<file path="config.mk">
export PLATFORM = sky130hd
export DESIGN_NAME = u712_local_bus_master_flat
export DESIGN_NICKNAME = d
export VERILOG_FILES = /design/src/rtl/u712_local_bus_master_if.sv /design/src/rtl/u712_local_bus_master.sv /design/src/flat_wrapper.sv
export SDC_FILE = /design/constraint.sdc
export NUM_CORES = 1
export LEC_CHECK = 0
export BUFFER_PORTS_ARGS = -buffer_cell sky130_fd_sc_hd__buf_2
export CORE_ASPECT_RATIO = 1.2
export CORE_MARGIN = 2
export CORE_UTILIZATION = 25
export DETAILED_ROUTE_END_ITERATION = 6
export HOLD_SLACK_MARGIN = 0.1
export PLACE_DENSITY_LB_ADDON = 0.3
export SLEW_MARGIN = 20
export SYNTH_ARGS = -nofsm -noshare
export SYNTH_HDL_FRONTEND = slang
export SYNTH_SLANG_ARGS = --single-unit
</file>
<file path="constraint.sdc">
create_clock -name CLK40 -period 1.6 [get_ports CLK40]
set_input_delay 0.32 -clock CLK40 [delete_from_list [all_inputs] [get_ports CLK40]]
set_output_delay 0.32 -clock CLK40 [all_outputs]
set_load 0.01 [all_outputs]
</file>
<file path="src/rtl/u712_local_bus_master_if.sv">
// Client-request and 68040 local-bus signals of the U712 local-bus master.
// The master modport is the initiator's view; slave is the client/responder view.
interface u712_local_bus_master_if;
  logic        REQ;
  logic        REQ_RnW;
  logic        REQ_LINE;
  logic [1:0]  REQ_SIZ;
  logic [31:0] REQ_A;
  logic [31:0] REQ_WDATA;
  logic        ACK;
  logic [31:0] RDATA;
  logic        DONE;
  logic        ERR;
  logic        nBR;
  logic        nBG;
  logic        nBB_IN;
  logic        nBB_OUT;
  logic        BB_OE;
  logic        nTS;
  logic [31:0] A_OUT;
  logic        RnW_OUT;
  logic [1:0]  SIZ_OUT;
  logic [1:0]  TT_OUT;
  logic        ADDR_OE;
  logic [31:0] D_IN;
  logic [31:0] D_OUT;
  logic        DATA_OE;
  logic        nTA;
  logic        nTBI;
  logic        nTEA;

  modport master (
    input  REQ, REQ_RnW, REQ_LINE, REQ_SIZ, REQ_A, REQ_WDATA,
    output ACK, RDATA, DONE, ERR,
    output nBR, input nBG, input nBB_IN, output nBB_OUT, BB_OE,
    output nTS, A_OUT, RnW_OUT, SIZ_OUT, TT_OUT, ADDR_OE,
    input  D_IN, output D_OUT, DATA_OE,
    input  nTA, nTBI, nTEA
  );

  modport slave (
    output REQ, REQ_RnW, REQ_LINE, REQ_SIZ, REQ_A, REQ_WDATA,
    input  ACK, RDATA, DONE, ERR,
    input  nBR, output nBG, output nBB_IN, input nBB_OUT, BB_OE,
    input  nTS, A_OUT, RnW_OUT, SIZ_OUT, TT_OUT, ADDR_OE,
    output D_IN, input D_OUT, DATA_OE,
    output nTA, nTBI, nTEA
  );
endinterface

</file>
<file path="src/rtl/u712_local_bus_master.sv">
// 68040 local-bus initiator: arbitrates, runs one single/line cycle, releases the bus through REL.
// REQ to nTS >= 3 clocks; ACK/DONE/ERR registered one clock after a termination; client waits on ACK.
module u712_local_bus_master #(
  parameter int TIMEOUT = 255
) (
  input  logic                    CLK40,
  input  logic                    nRESET,
  u712_local_bus_master_if.master bus
);

  typedef enum logic [2:0] {ST_IDLE, ST_ARB, ST_OWN, ST_TS, ST_WAIT, ST_REL} state_t;

  state_t      state, state_nxt;
  logic [1:0]  beat;
  logic        split;
  logic [7:0]  tmo_cnt;
  logic        ack_q, done_q, err_q;
  logic [31:0] rdata_q, dout_q;

  logic        owned, data_oe;
  logic        ta_hit, tea_hit, tmo_hit, first_split, last_beat;
  logic [1:0]  a_word;

  assign owned       = (state == ST_OWN) || (state == ST_TS) || (state == ST_WAIT);
  assign data_oe     = owned && !bus.REQ_RnW;
  assign a_word      = bus.REQ_A[3:2] + beat;
  assign tea_hit     = (state == ST_WAIT) && !bus.nTEA;
  assign ta_hit      = (state == ST_WAIT) && bus.nTEA && !bus.nTA;
  assign tmo_hit     = (state == ST_WAIT) && bus.nTEA && bus.nTA && (tmo_cnt == 8'(TIMEOUT - 1));
  // A burst-inhibited line becomes three extra longword cycles, each restarting at TS.
  assign first_split = bus.REQ_LINE && (beat == 2'd0) && !bus.nTBI;
  assign last_beat   = !bus.REQ_LINE || (beat == 2'd3);

  always_ff @(posedge CLK40) begin
    if (!nRESET) state <= ST_IDLE;
    else         state <= state_nxt;
  end

  always_comb begin
    state_nxt = state;
    case (state)
      ST_IDLE: if (bus.REQ) state_nxt = ST_ARB;
      ST_ARB:  if (!bus.nBG && bus.nBB_IN) state_nxt = ST_OWN;
      ST_OWN:  state_nxt = ST_TS;
      ST_TS:   state_nxt = ST_WAIT;
      ST_WAIT: begin
        if (tea_hit || tmo_hit || (ta_hit && last_beat)) state_nxt = ST_REL;
        else if (ta_hit && (split || first_split))       state_nxt = ST_TS;
      end
      ST_REL:  state_nxt = ST_IDLE;
      default: state_nxt = ST_IDLE;
    endcase
  end

  always_ff @(posedge CLK40) begin
    if (!nRESET) begin
      beat    <= 2'd0;
      split   <= 1'b0;
      tmo_cnt <= 8'd0;
      ack_q   <= 1'b0;
      done_q  <= 1'b0;
      err_q   <= 1'b0;
      rdata_q <= '0;
      dout_q  <= '0;
    end else begin
      ack_q   <= ta_hit;
      done_q  <= ta_hit && last_beat;
      err_q   <= tea_hit || tmo_hit;
      rdata_q <= (ta_hit && bus.REQ_RnW) ? bus.D_IN : '0;
      dout_q  <= data_oe ? bus.REQ_WDATA : '0;
      if (state == ST_IDLE) begin
        beat  <= 2'd0;
        split <= 1'b0;
      end else if (ta_hit) begin
        beat <= beat + 2'd1;
        if (first_split) split <= 1'b1;
      end
      // tmo_cnt holds clocks elapsed since the last nTS or nTA.
      if ((state == ST_TS) || ta_hit) tmo_cnt <= 8'd1;
      else if (state == ST_WAIT)      tmo_cnt <= tmo_cnt + 8'd1;
    end
  end

  always_comb begin
    bus.nBR     = (state != ST_ARB);
    bus.nBB_OUT = !owned;
    bus.BB_OE   = owned || (state == ST_REL);
    bus.nTS     = (state != ST_TS);
    bus.ADDR_OE = owned;
    bus.A_OUT   = owned ? {bus.REQ_A[31:4], a_word, bus.REQ_A[1:0]} : '0;
    bus.RnW_OUT = owned ? bus.REQ_RnW : 1'b1;
    bus.SIZ_OUT = 2'b00;
    if (owned) bus.SIZ_OUT = !bus.REQ_LINE ? bus.REQ_SIZ : (split ? 2'b00 : 2'b11);
    bus.TT_OUT  = 2'b00;
    bus.DATA_OE = data_oe;
    bus.D_OUT   = dout_q;
    bus.RDATA   = rdata_q;
    bus.ACK     = ack_q;
    bus.DONE    = done_q;
    bus.ERR     = err_q;
  end

endmodule

</file>
<file path="src/flat_wrapper.sv">
// flat-port wrapper written by rule: the top's interface ports become plain ports
module u712_local_bus_master_flat 
#(
  parameter int TIMEOUT = 255
)
  (CLK40, nRESET, bus_REQ, bus_REQ_RnW, bus_REQ_LINE, bus_REQ_SIZ, bus_REQ_A, bus_REQ_WDATA, bus_ACK, bus_RDATA, bus_DONE, bus_ERR, bus_nBR, bus_nBG, bus_nBB_IN, bus_nBB_OUT, bus_BB_OE, bus_nTS, bus_A_OUT, bus_RnW_OUT, bus_SIZ_OUT, bus_TT_OUT, bus_ADDR_OE, bus_D_IN, bus_D_OUT, bus_DATA_OE, bus_nTA, bus_nTBI, bus_nTEA);
  u712_local_bus_master_if bus_i ();
  input  logic CLK40;
  input  logic nRESET;
  input wire logic [$bits(bus_i.REQ)-1:0] bus_REQ;
  input wire logic [$bits(bus_i.REQ_RnW)-1:0] bus_REQ_RnW;
  input wire logic [$bits(bus_i.REQ_LINE)-1:0] bus_REQ_LINE;
  input wire logic [$bits(bus_i.REQ_SIZ)-1:0] bus_REQ_SIZ;
  input wire logic [$bits(bus_i.REQ_A)-1:0] bus_REQ_A;
  input wire logic [$bits(bus_i.REQ_WDATA)-1:0] bus_REQ_WDATA;
  output wire logic [$bits(bus_i.ACK)-1:0] bus_ACK;
  output wire logic [$bits(bus_i.RDATA)-1:0] bus_RDATA;
  output wire logic [$bits(bus_i.DONE)-1:0] bus_DONE;
  output wire logic [$bits(bus_i.ERR)-1:0] bus_ERR;
  output wire logic [$bits(bus_i.nBR)-1:0] bus_nBR;
  input wire logic [$bits(bus_i.nBG)-1:0] bus_nBG;
  input wire logic [$bits(bus_i.nBB_IN)-1:0] bus_nBB_IN;
  output wire logic [$bits(bus_i.nBB_OUT)-1:0] bus_nBB_OUT;
  output wire logic [$bits(bus_i.BB_OE)-1:0] bus_BB_OE;
  output wire logic [$bits(bus_i.nTS)-1:0] bus_nTS;
  output wire logic [$bits(bus_i.A_OUT)-1:0] bus_A_OUT;
  output wire logic [$bits(bus_i.RnW_OUT)-1:0] bus_RnW_OUT;
  output wire logic [$bits(bus_i.SIZ_OUT)-1:0] bus_SIZ_OUT;
  output wire logic [$bits(bus_i.TT_OUT)-1:0] bus_TT_OUT;
  output wire logic [$bits(bus_i.ADDR_OE)-1:0] bus_ADDR_OE;
  input wire logic [$bits(bus_i.D_IN)-1:0] bus_D_IN;
  output wire logic [$bits(bus_i.D_OUT)-1:0] bus_D_OUT;
  output wire logic [$bits(bus_i.DATA_OE)-1:0] bus_DATA_OE;
  input wire logic [$bits(bus_i.nTA)-1:0] bus_nTA;
  input wire logic [$bits(bus_i.nTBI)-1:0] bus_nTBI;
  input wire logic [$bits(bus_i.nTEA)-1:0] bus_nTEA;
  assign bus_i.REQ = bus_REQ;
  assign bus_i.REQ_RnW = bus_REQ_RnW;
  assign bus_i.REQ_LINE = bus_REQ_LINE;
  assign bus_i.REQ_SIZ = bus_REQ_SIZ;
  assign bus_i.REQ_A = bus_REQ_A;
  assign bus_i.REQ_WDATA = bus_REQ_WDATA;
  assign bus_ACK = bus_i.ACK;
  assign bus_RDATA = bus_i.RDATA;
  assign bus_DONE = bus_i.DONE;
  assign bus_ERR = bus_i.ERR;
  assign bus_nBR = bus_i.nBR;
  assign bus_i.nBG = bus_nBG;
  assign bus_i.nBB_IN = bus_nBB_IN;
  assign bus_nBB_OUT = bus_i.nBB_OUT;
  assign bus_BB_OE = bus_i.BB_OE;
  assign bus_nTS = bus_i.nTS;
  assign bus_A_OUT = bus_i.A_OUT;
  assign bus_RnW_OUT = bus_i.RnW_OUT;
  assign bus_SIZ_OUT = bus_i.SIZ_OUT;
  assign bus_TT_OUT = bus_i.TT_OUT;
  assign bus_ADDR_OE = bus_i.ADDR_OE;
  assign bus_i.D_IN = bus_D_IN;
  assign bus_D_OUT = bus_i.D_OUT;
  assign bus_DATA_OE = bus_i.DATA_OE;
  assign bus_i.nTA = bus_nTA;
  assign bus_i.nTBI = bus_nTBI;
  assign bus_i.nTEA = bus_nTEA;
  u712_local_bus_master #(.TIMEOUT(TIMEOUT)) u_core (.CLK40(CLK40), .nRESET(nRESET), .bus(bus_i));
endmodule
</file>
==> impl_metrics.toml, run 1 <==
[worst_hold_path]
hold_path_class = "in2reg"

[synthesis]
synth.ff_latch_count = 81
ys_seq_area_share_pct = 56.2
syn_inst = 290
postSynthAreaPerCell_um2 = 9.95
syn_area_um2 = 2890
ys_types = 33
yosys_warnings = 0

[clocking]
clk_pin_slew_ps = 70
clk_path_buf_depth = 2
h-tree-depth = 3
cts_root_buf = "clkbuf_16"
cts.sinks = 81
tritoncts = "done"
clock_latency_ps = 340
cts_inserted_buffers = 9

[place]
dpl_cell_area_um2 = 4200
io_buffers = 215
dpl.hpwl_um = 6610
place.gp.congestion = 0.897

[timing]
fmax_mhz = 535
hold_violations = 0
fin_ws_ps = -267
rsz0062_at_grt = "yes"
setup_viol = 60
fin_skew_ps = 7.60
fin_crit_ps = 1870
fin_crit_sh_pct = 117
finalSetupTns_ps = -7720
slew_viol_final = 0

[run]
drv_cap = 0

[cells_and_area]
final_area_um2 = 4900
antenna_cells = 0
drive_gt1_share_pct = 57.7
fin_nets = 639
syn_to_final_growth_pct = 69.9

[route]
drtIter0Drc = 93
wl_per_cell_um = 13.4
drt_first_pass_iters = 4
wl_um = 9190
via_per_inst = 4.19
drc = 0
ant_nets = 0
num_vias = 2876

[setup_path]
crit_family = "simple AND/OR/NAND/NOR gates"
crit_path_max_fanout = 4
start_kind = "flop"
path_common_cell = "buf_6"
crit_chain = "nor3b_4 -> nor2_4 -> buf_6 -> or2_4 -> inv_2 -> buf_6"
slowest_stage = "dfxtp_4"
max_stage_delay_ps = 360
worst_setup_path_end_kind = "primary output"
cp.required_ps = 1280
worstSetupPathType = "reg2out"
cp_data_arrival_time_ps = 1550
crit_buf_inv = 3

[global_routing]
grt_util_met1_pct = 14.1
grt_max_degree = 35
globalRoute.totalOverflow = 0
grt_use_met2_pct = 23.8
top_usage_layer = "met2"
grt_usage_pct = 13.4
met3_usage_pct = 3.38
grt_pass1_vias = 2673
antenna_found_initial = 0
grt_pass1_wl_um = 12700

[die]
start_util_pct = 25.3
die_y_um = 122
core_um2 = 11400
dieArea_um2 = 12400
ioPinCount = 218
fp-row-count = 43
die_w_um = 102

[outcome]
status = "complete, but fails checks"
violations = "setup timing"

[pwr]
vdd_drop_max_mv = 0.508
p_leak_uw = 0.00262
p_per_area_nw_per_um2 = 1080
==> repair_timing <==
item | 4_1_cts | 5_1_grt
cloned | 2 | 3
gates resized for setup | 19 | 59
hold buffers | 0 | 0
endpoints found under the setup margin | 39 | 76
pin swaps | 5 | 19
hold endpoints to repair | 0 | 0
setup buffers | 6 | 7
==> final cells by class <==
cell class,instances,area [µm²]
clock buffers,10,239
clock inverters,6,73.8
fillers,1141,6500
inverters,8,30.0
multi-input cells,183,1360
flip-flops and latches,81,1630
well taps,157,196
repair buffers,242,1380
==> cell usage after synthesis <==
master | n | share of area (%)
dfxtp_1 | 81 | 56
nor2b_1 | 35 | 7.6
and2_1 | 33 | 7.2
and3_1 | 33 | 7.2
nor2_1 | 16 | 2.1
clkbuf_1 | 15 | 2.0
nand2_1 | 11 | 1.4
inv_1 | 8 | 1.0
xnor2_1 | 8 | 2.4
a21oi_1 | 6 | 1.0
ha_1 | 6 | 2.6
nand2b_1 | 4 | 0.87
nand4_1 | 4 | 0.87
nor3_1 | 4 | 0.69
buf_4 | 3 | 0.78
and3b_1 | 2 | 0.61
nand3_1 | 2 | 0.35
nor3b_2 | 2 | 0.87
o22ai_1 | 2 | 0.43
xor2_1 | 2 | 0.61
a211oi_1 | 1 | 0.26
a21boi_0 | 1 | 0.26
buf_2 | 1 | 0.17
conb_1 | 1 | 0.13
nand4b_1 | 1 | 0.30
nand4bb_1 | 1 | 0.39
nor4bb_1 | 1 | 0.35
o211ai_1 | 1 | 0.26
o21ai_0 | 1 | 0.17
o21bai_1 | 1 | 0.26
o31ai_1 | 1 | 0.26
or2_2 | 1 | 0.22
or4_1 | 1 | 0.26
==> registers in the layout (all words and copies together), names as in the netlist <==
register / count
u_core.bus.DONE: 1
u_core.bus.ERR: 1
u_core.tmo_cnt: 8
u_core.bus.D_OUT: 32
u_core.beat: 2
u_core.split: 1
u_core.state: 3
u_core.bus.ACK: 1
u_core.bus.RDATA: 32
==> cell usage in the layout, fill, tap and decap left out, types with 2 or more instances in the layout <==
cell type  instances
a21oi_1            3
a21oi_2            2
and2_1            24
and2_4             9
and3_1            32
buf_2            212
buf_4             15
buf_6              9
buf_8              4
clkbuf_16         10
clkinv_4           3
conb_1             2
dfxtp_1           77
dfxtp_2            3
ha_1               4
inv_1              6
inv_2              2
inv_6              2
nand2_1            9
nand2_4            2
nand2b_1           4
nand4_1            4
nor2_1            13
nor2_2             2
nor2b_1           23
nor2b_2            7
nor2b_4            5
nor3_1             4
nor3b_4            2
o22ai_1            2
xnor2_1            7
xor2_1             2
==> worst paths after layout <==
| path | start | end | slack [ps] | cells past startpoint |
|---|---|---|---|---|
| setup / recovery | u_core.state[1] | bus_DATA_OE | -270 | 6 |
| setup reg to reg | u_core.state[1] | u_core.bus.D_OUT[12] | -20 | 8 |
| hold reg to reg | u_core.split | u_core.split | 520 | 2 |
| hold / removal | bus_REQ_WDATA[25] | u_core.bus.D_OUT[25] | 180 | 2 |
==> per-layer routing <==
layer	vias to the layer above	wire (µm)
met5	-	0
met4	0	276
met3	18	752
met2	160	4700
met1	1291	3460
li1	1407	-
==> cells by family after synthesis <==
logic type / synth area share, %
AO/OA/AOI/OAI: 2.95
adder cells (fa/ha/maj): 2.60
XOR/XNOR: 3.03
other: 0.130
AND/OR/NAND/NOR: 31.2
flip-flops: 56.2
buffers and inverters: 3.94
==> where the power goes <==
part           internal [µW]  switching [µW]  total (µW)
combinational            536             561        1100
clock                   1270             838        2110
sequential              2080            29.5        2110
==> stage by stage <==
stage / hold WS, ps / cells / utilization (%) / worst slack [ps] / power, µW
floorplan: 442 / 291 / - / 2.77 / 2590
global placement: 503 / 657 / 36.9 / 90.7 / 3010
detailed placement: 478 / 657 / 36.9 / 64.8 / 3020
CTS: 165 / 681 / 41.0 / -262 / 5340
global route: 170 / 687 / 43.0 / -314 / 5560
finish: 175 / 687 / 43.0 / -267 / 5310
(Power assumes the default switching activity.)
==> run 2: changes to the inputs <==
--- a/config.mk
+++ b/config.mk
@@ -6,7 +6,7 @@
 export NUM_CORES = 1
 export LEC_CHECK = 0
 export BUFFER_PORTS_ARGS = -buffer_cell sky130_fd_sc_hd__buf_2
-export CORE_ASPECT_RATIO = 1.2
+export CORE_ASPECT_RATIO = 2
 export CORE_MARGIN = 2
 export CORE_UTILIZATION = 25
 export DETAILED_ROUTE_END_ITERATION = 6
==> impl_metrics.toml, run 2 (synthesis gave the netlist of run 1 again) <==
[timing]
slew_viol_final = 0
fin_ws_ps = -153
fin_skew_ps = 7.75
fin_crit_ps = 1750
fin_crit_sh_pct = 110
hold_violations = 0
fmax_mhz = 570
setup_viol = 39
rsz0062_at_grt = "yes"

[setup_path]
max_stage_delay_ps = 340
crit_path_max_fanout = 37
worst_setup_path_end_kind = "primary output"
rr_worst_depth = 6
start_kind = "flop"
cp.required_ps = 1280
slowest_stage = "dfxtp_2"
cp_data_arrival_time_ps = 1430
crit_chain = "nor3b_4 -> nor2_4 -> buf_12 -> nor2b_1 -> buf_2"
worstSetupPathType = "reg2out"

[global_routing]
grt_max_degree = 38
grt_usage_pct = 13.0
globalRoute.totalOverflow = 0
grt_pass1_vias = 2764
antenna_found_initial = 0
grt_pass1_wl_um = 12400

[clocking]
clk_path_buf_depth = 2
cts_root_buf = "clkbuf_16"
holdBufCountCts = 0
h-tree-depth = 3
clock_latency_ps = 330
cts_inserted_buffers = 9
clk_pin_slew_ps = 60
tritoncts = "done"
cts.sinks = 81

[route]
drc = 0
via_per_inst = 4.17
num_vias = 2746
ant_nets = 0
wl_per_cell_um = 12.7
drt_first_pass_iters = 4
wl_um = 8350
drtIter0Drc = 78

[pwr]
p_total_uw = 5150
p_leak_uw = 0.00248
p_per_area_nw_per_um2 = 1120
vdd_drop_max_mv = 0.624

[die]
core_um2 = 11300
dieArea_um2 = 12500
die_w_um = 80.0
ioPinCount = 218
fp-row-count = 55
die_y_um = 156
start_util_pct = 25.6

[place]
place.gp.congestion = 0.820
dp_cells = 639
dpl_cell_area_um2 = 4160
dpl.hpwl_um = 6610
io_buffers = 215

[cells_and_area]
drive_gt1_share_pct = 52.0
syn_to_final_growth_pct = 59.6
final_cell_mix = "buf_2, dfxtp_1, and2_1, and3_1, nor2b_1"
fin_nets = 626
antenna_cells = 0
mostFrequentLayoutCell = "buf_2"
multi_input_area_um2 = 1220
instances_no_fill = 659
seq_area_um2 = 1630
fillers = 1148
final_area_um2 = 4610

[worst_hold_path]
worst_hold_path.num_cells = 2
hold_path_class = "in2reg"

[run]
drv_cap = 0

[outcome]
status = "complete, but fails checks"
violations = "setup timing"
run 2: cell count changes in the layout (fill, tap and decap cells not counted), sizes merged:
cell	before	now
clkinv	3	1
clkinvlp	0	1
inv	10	12
buf	241	229
clkbuf	11	9
run 2: final timing paths:
| check | start | end | slack [ps] |
|---|---|---|---|
| max | u_core.state[1] | bus_A_OUT[20] | -150 |
| min reg2reg | u_core.tmo_cnt[1] | u_core.tmo_cnt[1] | 530 |
| max reg2reg | u_core.state[1] | u_core.state[1] | 110 |
| min | bus_REQ_WDATA[31] | u_core.bus.D_OUT[31] | 180 |
run 2: layer usage:
layer / track usage, % / part of all wire [%]
met5: 0 / 0
met4: 7.43 / 2.8
met3: 3.53 / 8.0
met2: 24.8 / 56
met1: 11.8 / 33
run 2: worst max-delay path, delay by kind of cell, from the launching register on:
kind                   cells  cell delay [ps]
AND/OR/NAND/NOR            3              430
flip-flops                 1              340
buffers and inverters      2              320
run 2: timing repair:
item	4_1_cts	5_1_grt
endpoints found under the setup margin	39	42
pin swaps	1	0
gates resized for setup	10	23
buffers inserted	1	3
gates cloned	0	0
run 2: per-stage QoR:
stage	setup TNS (ps)	util (%)	worst slack (ps)	hold WS, ps
after floorplan	0	-	2.77	442
after global placement	0	36.9	101	503
after detailed placement	0	36.9	60.5	521
after CTS	-5720	39.9	-187	164
after global routing	-8100	40.8	-239	167
final	-4930	40.8	-153	182
run 2: report_power, final:
group	total [µW]	switching [µW]	internal, µW
clock network	2110	874	1240
registers	2110	31.5	2070
logic	937	479	458
run 2: cell type report:
cell class	count	area share, %
Tap cell	142	3.86
Sequential cell	81	35.3
Multi-Input combinational cell	183	26.4
Timing Repair Buffer	229	27.1
Clock buffer	9	4.89
Inverter	8	0.652
Clock inverter	7	1.82
